--- src/rtl/pong_ball_engine.sv ---
// Pong game logic: ball motion, wall and paddle bounces, scoring and serve sequencing,
// updated once per frame, plus a registered per-pixel "inside the ball" flag for the painter.
module pong_ball_engine #(
    parameter int H_RES       = 640,
    parameter int V_RES       = 480,
    parameter int BALL_SIZE   = 8,
    parameter int SPEED_X     = 2,
    parameter int SPEED_Y     = 1,
    parameter int PADDLE_X_L  = 16,
    parameter int PADDLE_X_R  = 616,
    parameter int PADDLE_W    = 8,
    parameter int PADDLE_H    = 64,
    parameter int SCORE_MAX   = 9,
    parameter int SERVE_DELAY = 60
) (
    input  logic       clock_25M,
    input  logic       reset,
    input  logic       frame_start,
    input  logic       serve,
    input  logic [9:0] paddle_l_y,
    input  logic [9:0] paddle_r_y,
    input  logic [9:0] sx,
    input  logic [9:0] sy,
    output logic [9:0] ball_x,
    output logic [9:0] ball_y,
    output logic       ball_pixel,
    output logic [3:0] score_l,
    output logic [3:0] score_r,
    output logic       point_scored,
    output logic       game_over
);

    typedef enum logic [1:0] {IDLE, PLAY, POINT, GAME_OVER} state_t;

    // All position arithmetic is 11 bits wide so sums near the screen edge cannot wrap.
    localparam logic [10:0] CX     = 11'((H_RES - BALL_SIZE) / 2);
    localparam logic [10:0] CY     = 11'((V_RES - BALL_SIZE) / 2);
    localparam logic [10:0] X_MAX  = 11'(H_RES - BALL_SIZE);
    localparam logic [10:0] Y_MAX  = 11'(V_RES - BALL_SIZE);
    localparam logic [10:0] SPX    = 11'(SPEED_X);
    localparam logic [10:0] SPY    = 11'(SPEED_Y);
    localparam logic [10:0] BSZ    = 11'(BALL_SIZE);
    localparam logic [10:0] PAD_H  = 11'(PADDLE_H);
    localparam logic [10:0] L_FACE = 11'(PADDLE_X_L + PADDLE_W);
    localparam logic [10:0] R_FACE = 11'(PADDLE_X_R - BALL_SIZE);
    localparam logic [3:0]  SMAX   = 4'(SCORE_MAX);
    localparam int          FC_W   = $clog2(SERVE_DELAY + 1);
    localparam logic [FC_W-1:0] FC_LAST = FC_W'(SERVE_DELAY - 1);

    state_t          state, state_d;
    logic            dx, dy, dx_d, dy_d;
    logic            serve_q, serve_rise;
    logic [FC_W-1:0] frame_cnt, frame_cnt_d;
    logic [9:0]      ball_x_d, ball_y_d;
    logic [3:0]      score_l_d, score_r_d, score_l_inc, score_r_inc;
    logic            point_d, left_pt, right_pt;
    logic            overlap_l, overlap_r, pixel_d;
    logic [10:0]     x11, y11, sx11, sy11, pl11, pr11;

    assign serve_rise  = serve & ~serve_q;
    assign x11         = {1'b0, ball_x};
    assign y11         = {1'b0, ball_y};
    assign sx11        = {1'b0, sx};
    assign sy11        = {1'b0, sy};
    assign pl11        = {1'b0, paddle_l_y};
    assign pr11        = {1'b0, paddle_r_y};
    assign overlap_l   = (y11 + BSZ > pl11) && (y11 < pl11 + PAD_H);
    assign overlap_r   = (y11 + BSZ > pr11) && (y11 < pr11 + PAD_H);
    assign score_l_inc = (score_l == 4'hF) ? 4'hF : score_l + 4'd1;
    assign score_r_inc = (score_r == 4'hF) ? 4'hF : score_r + 4'd1;
    assign pixel_d     = (sx11 >= x11) && (sx11 < x11 + BSZ) &&
                         (sy11 >= y11) && (sy11 < y11 + BSZ);
    assign game_over   = (state == GAME_OVER);

    // NOTE: every variable gets a default at the top so no path can leave it unassigned
    // and infer a latch.
    always_comb begin
        state_d     = state;
        ball_x_d    = ball_x;
        ball_y_d    = ball_y;
        dx_d        = dx;
        dy_d        = dy;
        score_l_d   = score_l;
        score_r_d   = score_r;
        frame_cnt_d = frame_cnt;
        point_d     = 1'b0;
        left_pt     = 1'b0;
        right_pt    = 1'b0;

        case (state)
            IDLE: begin
                ball_x_d = CX[9:0];
                ball_y_d = CY[9:0];
                if (serve_rise) state_d = PLAY;
            end
            PLAY: begin
                if (frame_start) begin
                    if (dy) begin
                        if (y11 + SPY >= Y_MAX) begin
                            ball_y_d = Y_MAX[9:0];
                            dy_d     = 1'b0;
                        end else ball_y_d = 10'(y11 + SPY);
                    end else begin
                        if (y11 <= SPY) begin
                            ball_y_d = '0;
                            dy_d     = 1'b1;
                        end else ball_y_d = 10'(y11 - SPY);
                    end

                    if (dx) begin
                        if (x11 <= R_FACE && x11 + SPX >= R_FACE && overlap_r) begin
                            ball_x_d = R_FACE[9:0];
                            dx_d     = 1'b0;
                        end else if (x11 + SPX >= X_MAX) left_pt = 1'b1;
                        else ball_x_d = 10'(x11 + SPX);
                    end else begin
                        if (x11 >= L_FACE && x11 <= L_FACE + SPX && overlap_l) begin
                            ball_x_d = L_FACE[9:0];
                            dx_d     = 1'b1;
                        end else if (x11 <= SPX) right_pt = 1'b1;
                        else ball_x_d = 10'(x11 - SPX);
                    end

                    // The serve goes toward whoever conceded the point.
                    if (left_pt || right_pt) begin
                        point_d     = 1'b1;
                        ball_x_d    = CX[9:0];
                        ball_y_d    = CY[9:0];
                        dy_d        = 1'b1;
                        dx_d        = left_pt;
                        frame_cnt_d = '0;
                        if (left_pt) score_l_d = score_l_inc;
                        else         score_r_d = score_r_inc;
                        state_d = (left_pt ? score_l_inc : score_r_inc) == SMAX ? GAME_OVER : POINT;
                    end
                end
            end
            POINT: begin
                ball_x_d = CX[9:0];
                ball_y_d = CY[9:0];
                if (frame_start) begin
                    if (frame_cnt == FC_LAST) state_d = PLAY;
                    else frame_cnt_d = frame_cnt + 1'b1;
                end
            end
            GAME_OVER: begin
                ball_x_d = CX[9:0];
                ball_y_d = CY[9:0];
                if (serve_rise) begin
                    score_l_d = '0;
                    score_r_d = '0;
                    dx_d      = 1'b1;
                    dy_d      = 1'b1;
                    state_d   = PLAY;
                end
            end
            default: state_d = IDLE;
        endcase
    end

    // NOTE: sequential state uses non-blocking assignments so every register samples
    // the pre-edge values, regardless of statement order.
    always_ff @(posedge clock_25M) begin
        if (reset) begin
            state        <= IDLE;
            ball_x       <= CX[9:0];
            ball_y       <= CY[9:0];
            dx           <= 1'b1;
            dy           <= 1'b1;
            score_l      <= '0;
            score_r      <= '0;
            point_scored <= 1'b0;
            ball_pixel   <= 1'b0;
            serve_q      <= 1'b0;
            frame_cnt    <= '0;
        end else begin
            state        <= state_d;
            ball_x       <= ball_x_d;
            ball_y       <= ball_y_d;
            dx           <= dx_d;
            dy           <= dy_d;
            score_l      <= score_l_d;
            score_r      <= score_r_d;
            point_scored <= point_d;
            ball_pixel   <= pixel_d;
            serve_q      <= serve;
            frame_cnt    <= frame_cnt_d;
        end
    end

endmodule

--- config.mk ---
export PLATFORM = sky130hd
export DESIGN_NAME = pong_ball_engine
export DESIGN_NICKNAME = d
export VERILOG_FILES = /design/src/rtl/pong_ball_engine.sv
export SDC_FILE = /design/constraint.sdc
export NUM_CORES = 1
export LEC_CHECK = 0
export CORE_ASPECT_RATIO = 1.75
export CORE_UTILIZATION = 55
export DETAILED_ROUTE_END_ITERATION = 7
export PLACE_DENSITY = 0.9
export RECOVER_POWER = 100
export SLEW_MARGIN = 20
export SYNTH_ARGS = -nofsm -noshare
export SYNTH_HDL_FRONTEND = slang
export SYNTH_SLANG_ARGS = --single-unit
export TNS_END_PERCENT = 10
--- constraint.sdc ---
create_clock -name clock_25M -period 4.55 [get_ports clock_25M]
set_clock_uncertainty 0.1 [all_clocks]
set_input_delay 0.6825 -clock clock_25M [delete_from_list [all_inputs] [get_ports clock_25M]]
set_output_delay 0.6825 -clock clock_25M [all_outputs]
set_load 0.03 [all_outputs]
======== Word level (Yosys, flattened, before mapping) ========
Index checks and enable logic that the tools add are counted.
operators by class
  add/sub/neg operators ................... 11
  magnitude comparators ................... 16
  eq/ne operators ......................... 18
  mux-type cells .......................... 62
  bitwise gates (word level) .............. 4
  reductions and logical operators ........ 22
operator list
  kind                                                                                   count
  10-bit 2-to-1 mux                                                                      12
  10-bit by 11-bit < comparator with 1-bit output                                        4
  4-bit 2-to-1 mux                                                                       10
  10-bit one-hot mux with 2 select lines                                                 2
  6-bit 2-to-1 mux                                                                       4
  1-bit 2-to-1 mux                                                                       23
  10-bit by 4-bit adder with 11-bit output, second input constant                        2
  10-bit by 7-bit adder with 11-bit output, second input constant                        2
  11-bit by 10-bit greater-or-equal comparator with 1-bit output, second input constant  2
  11-bit by 10-bit greater-than comparator with 1-bit output                             2
  10-bit greater-or-equal comparator                                                     2
  5-bit AND reduction                                                                    4
  4-bit one-hot mux with 2 select lines                                                  2
  2-bit inequality test, second input constant                                           7
  4-bit == test, second input constant                                                   3
  6-bit one-hot mux with 2 select lines                                                  1
  10-bit by 1-bit adder with 11-bit output, second input constant                        1
  10-bit by 2-bit adder with 11-bit output, second input constant                        1
  11-bit by 9-bit greater-or-equal comparator with 1-bit output, second input constant   1
  10-bit by 5-bit greater-or-equal comparator with 1-bit output, second input constant   1
  10-bit by 1-bit less-or-equal comparator with 1-bit output, second input constant      1
  10-bit less-or-equal comparator, second input constant                                 1
  10-bit by 2-bit less-or-equal comparator with 1-bit output, second input constant      1
  10-bit by 5-bit less-or-equal comparator with 1-bit output, second input constant      1
  21 further kinds                                                                       43
storage, ports and cells
  flip-flop bits (word level) ............. 41
  output and inout bits ................... 31
  word-level logic and storage cells ...... 144

======== Logic depth before layout (Yosys ltp) ========
  depth after elaboration ................. 14
  gate-level depth with buffers ........... 14
  mapped depth without buffers ............ 13

======== Least setup slack after synthesis ========
Ideal clock, no wire load.
  kind .................................... reg2reg
  start point ............................. register ball_y[5]
  end point ............................... register score_r[3]
  setup time .............................. 86 ps
  arrival ................................. 3374 ps
  required time ........................... 4364 ps
  setup slack ............................. 990 ps
  stages on the path, launching flop included .. 13
  path buffers ............................ 1
  period minus slack after synthesis ...... 3560 ps
  cells stage by stage .................... dfxtp_1 clkbuf_1 nand3_1 nor2_1 xnor2_1 ha_1 and3_1 a2111oi_0 or4_4 nand3_4 a21oi_1 a41oi_1 a211oi_1
on the way
  longest elaborated chain between the ends .. 11
  elaborated cells between the ends (all ways) .. 21
RTL lines
  element                                                                        line      RTL
  start, declared                                                                25        output logic [9:0] ball_y,
  start signal, assigned                                                         167       ball_y <= CY[9:0];
  start signal, assigned                                                         179       ball_y <= ball_y_d;
  10-bit by 4-bit adder with 11-bit output                                       67, 68
  11-bit by 10-bit greater-than comparator with 1-bit output (on tied branches)  68, 67
  1-bit logical AND (on tied branches)                                           68, 67
  1-bit logical AND (on tied branches)                                           111, 117
  1-bit 2-to-1 mux (on tied branches)                                            111, 117
  1-bit 2-to-1 mux                                                               110       if (dx) begin
  1-bit 2-to-1 mux                                                               97        if (frame_start) begin
  1-bit 2-to-1 mux                                                               90        case (state)
  1-bit logical OR                                                               125       if (left_pt || right_pt) begin
  2-bit inequality test (no line)                                                --
  5-bit AND reduction (no line) (*)                                              --
  end signal, assigned                                                           183       score_r <= score_r_d;
  end, declared                                                                  28        output logic [3:0] score_r,
Every way passes the cells marked *; elsewhere a longest branch is shown, timed or not. The select of a mux whose other input is x is not followed.
A chain may end at the register's enable or synchronous reset.

======== Final worst setup path ========
  start point ............................. register ball_y[4]
  end point ............................... register score_l[2]
on the way
  longest elaborated chain between the ends .. 11
  elaborated cells between the ends (all ways) .. 21
RTL lines
  element                                                                        line      RTL
  10-bit by 4-bit adder with 11-bit output                                       67, 68
  11-bit by 10-bit greater-than comparator with 1-bit output (on tied branches)  68, 67
  1-bit logical AND (on tied branches)                                           68, 67
  1-bit logical AND (on tied branches)                                           111, 117
  1-bit 2-to-1 mux (on tied branches)                                            111, 117
  1-bit 2-to-1 mux                                                               110
  1-bit 2-to-1 mux                                                               97
  1-bit 2-to-1 mux                                                               90
  1-bit logical OR                                                               125
  2-bit inequality test (no line)                                                --
  5-bit AND reduction (no line) (*)                                              --
  end signal, assigned                                                           182       score_l <= score_l_d;
  end, declared                                                                  27        output logic [3:0] score_l,
Marks and branches as above.

==> metrics.txt <==
outcome finished clean; final hold vios 0; FFs w/ async S/R, synth 0; Post-DP Area 0.00560 mm2; Setup TNS 0 ns; drt drc 0; Max Cap Viol 0; Syn Nets 769; area grow syn2layout 18.5%; Finished Cell Area 0.00572 mm2; PD cells 241 mW/mm2; Post-Synthesis Cells 638; largest net degree at the start of global routing 18; Distinct cells, synth 67; initial DRC count 459; CTS tree yes; worst slew pin tran 0.958 ns; Peak VDD IR 0.000261 V; CP Max Fanout 11; filler instances 669; gr ovfl total 0; Yosys reg bits 40; critical path arrival 4.35 ns; Die W 72.8 um; HP Class reg2reg; commonest non-fill, non-tap cell in the layout ha_1; unrepaired setup endpoints after global routing no; Final min period 4.33 ns; antenna violation net count after detailed routing 0; FP Rows 44; synthesis warning total 0; die height 126 um; initial antenna violation count 0; synthesized area per cell 7.57 um2; HPWL Detailed 11.2 mm; postcts setup bufs 0; Slew Viols, Final 0; sequential area share after synthesis 0.166; RD Place Congestion 0.960; CTS max path bufs 2; Leakage 2.45 nW; f_max 231 MHz; Setup crit end kind flip-flop; Worst Path Required 4.57 ns; Sink Count 40; Worst slew margin 0.362; full die area 0.00918 mm2; Post-CTS Resized 0; commonest non-fill, non-tap cells in the layout ha_1 (87), inv_1 (59), a21oi_1 (48), o21ai_0 (45), clkdlybuf4s50_1 (42); PortBufs 72; flop2flop setup slack 0.22 ns; core area 0.00842 mm2; hold buffers post-CTS 0; vias in the first global route 5188; H-tree depth 2; share of layout cells above drive strength 1 0.0274; startpoint class of the critical path flip-flop; Starting Density 0.574; IO Count 75; Reg clk slew, reported paths 0.06 ns; clk_lat worst skew 0.28 ns; layout net count 825; WL final 14.2 mm; final cycle utilization of the critical path 0.952; root buf cell clkbuf_16; critical path class reg2reg; 1st-pass router iterations 7; diodes inserted 0; first-pass GRT wire length 23.4 mm; Final Setup Violations 0; vias after detailed routing 5177; ys flop type dfxtp_1; number of synthesized flops with an enable pin 0; GRT Total Usage 0.324; Avg WL per Cell 17.6 um; Inserted Clock Buffers 5; via/cell ratio 6.40; Post-Synthesis Cell Area 0.00483 mm2
[Yosys cell counts (3+ instances only)]
| cell type | instances | area [um2] |
|---|---|---|
| a32o_1 | 3 | 30.0 |
| clkbuf_1 | 20 | 75.1 |
| nor2b_1 | 4 | 25.0 |
| nand2_1 | 40 | 150 |
| a31oi_1 | 7 | 43.8 |
| a2111oi_0 | 3 | 26.3 |
| nor3_1 | 16 | 80.1 |
| o211a_1 | 3 | 30.0 |
| a221oi_1 | 3 | 26.3 |
| a22oi_1 | 5 | 37.5 |
| a21o_1 | 11 | 82.6 |
| clkinv_1 | 3 | 11.3 |
| nor2_1 | 40 | 150 |
| nand3b_1 | 3 | 22.5 |
| dfxtp_1 | 40 | 801 |
| a21boi_0 | 3 | 22.5 |
| o22ai_1 | 7 | 43.8 |
| nand4_1 | 9 | 56.3 |
| nand3_1 | 41 | 205 |
| mux2i_1 | 3 | 30.0 |
| o211ai_1 | 9 | 67.6 |
| and4_1 | 3 | 26.3 |
| a21oi_1 | 48 | 240 |
| ha_1 | 87 | 1090 |
| and2_1 | 3 | 18.8 |
| buf_2 | 4 | 20.0 |
| and3_1 | 4 | 25.0 |
| o21a_1 | 7 | 52.6 |
| nand2b_1 | 9 | 56.3 |
| o21ai_0 | 45 | 225 |
| a211oi_1 | 12 | 90.1 |
| o32ai_1 | 3 | 26.3 |
| xnor2_1 | 25 | 219 |
| inv_1 | 59 | 221 |
| nor4_1 | 10 | 62.6 |
| or3_1 | 5 | 31.3 |
[cell families (layout without fill, tap and decap cells)]
logic type                 count (synthesis)  after routing  share of synthesized area
adders and majority gates                 87             87                      0.225
other                                      1              1                   0.000776
and+or+nand+nor                          197            197                      0.208
xor gates and xnor gates                  26             26                     0.0471
muxes                                      4              4                    0.00855
DFF                                       40             40                      0.166
buffers and inverters                     88            144                     0.0717
AOI/OAI and AO/OA                        195            195                      0.273
[report_power, final]
part / internal (mW) / switching, mW
sequential: 0.379 / 0.0517
clock: 0.199 / 0.134
combinational: 0.245 / 0.369
[registers in the layout, summed over array words and instances, names as in the netlist]
signal / flops
ball_y: 10
ball_x: 9
frame_cnt: 6
score_l: 4
score_r: 4
state: 2
ball_pixel: 1
dx: 1
dy: 1
point_scored: 1
serve_q: 1
[worst max-delay path: stages (launching register included)]
cell and delay [ns]:
dfxtp_1 0.61, ha_1 0.36, nand2_1 0.10, nor2_1 0.16, xnor2_1 0.14, ha_1 0.36
nand4_1 0.17, a2111oi_0 0.72, a221oi_1 0.12, o211ai_1 0.22, o21ai_2 0.19, o21ai_0 0.52
and2_0 0.29, a211oi_1 0.10
[per-layer routing]
layer  vias up  wire, um  track usage
li1       2474         -            -
met1      2376      5020        0.333
met2       262      7570        0.584
met3        65       841       0.0584
met4         0       781        0.205
met5         -         0            0
[layout make-up]
class                   count  area, um2  share of cell area
multi-input cells         510       3670               0.642
flip-flops and latches     40        801               0.140
repair buffers             75        739               0.129
inverters                  62        233              0.0407
well taps                 115        144              0.0251
clock buffers               6        129              0.0225
clock inverters             1       5.00            0.000875
[path summary, 6_finish.rpt]
path | cells after the start | end | startpoint
setup / recovery | 13 | score_l[2] | ball_y[4]
hold reg to reg | 2 | score_l[1] | score_l[1]
setup reg to reg | 13 | score_l[2] | ball_y[4]
hold / removal | 2 | score_l[1] | score_l[1]
[metrics by stage]
stage | instances | hold slack, ns | utilization | setup slack, ns | power (mW)
global route | 809 | 0.460 | 0.679 | 0.0653 | 1.47
detailed placement | 802 | 0.399 | 0.665 | 0.334 | 1.05
global placement | 802 | 0.376 | 0.665 | 0.384 | 1.02
CTS | 809 | 0.418 | 0.681 | 0.389 | 1.39
floorplan | 638 | 0.367 | - | 0.990 | 0.850
finish | 809 | 0.415 | 0.679 | 0.220 | 1.38
Power figures use the tool's default switching activity.
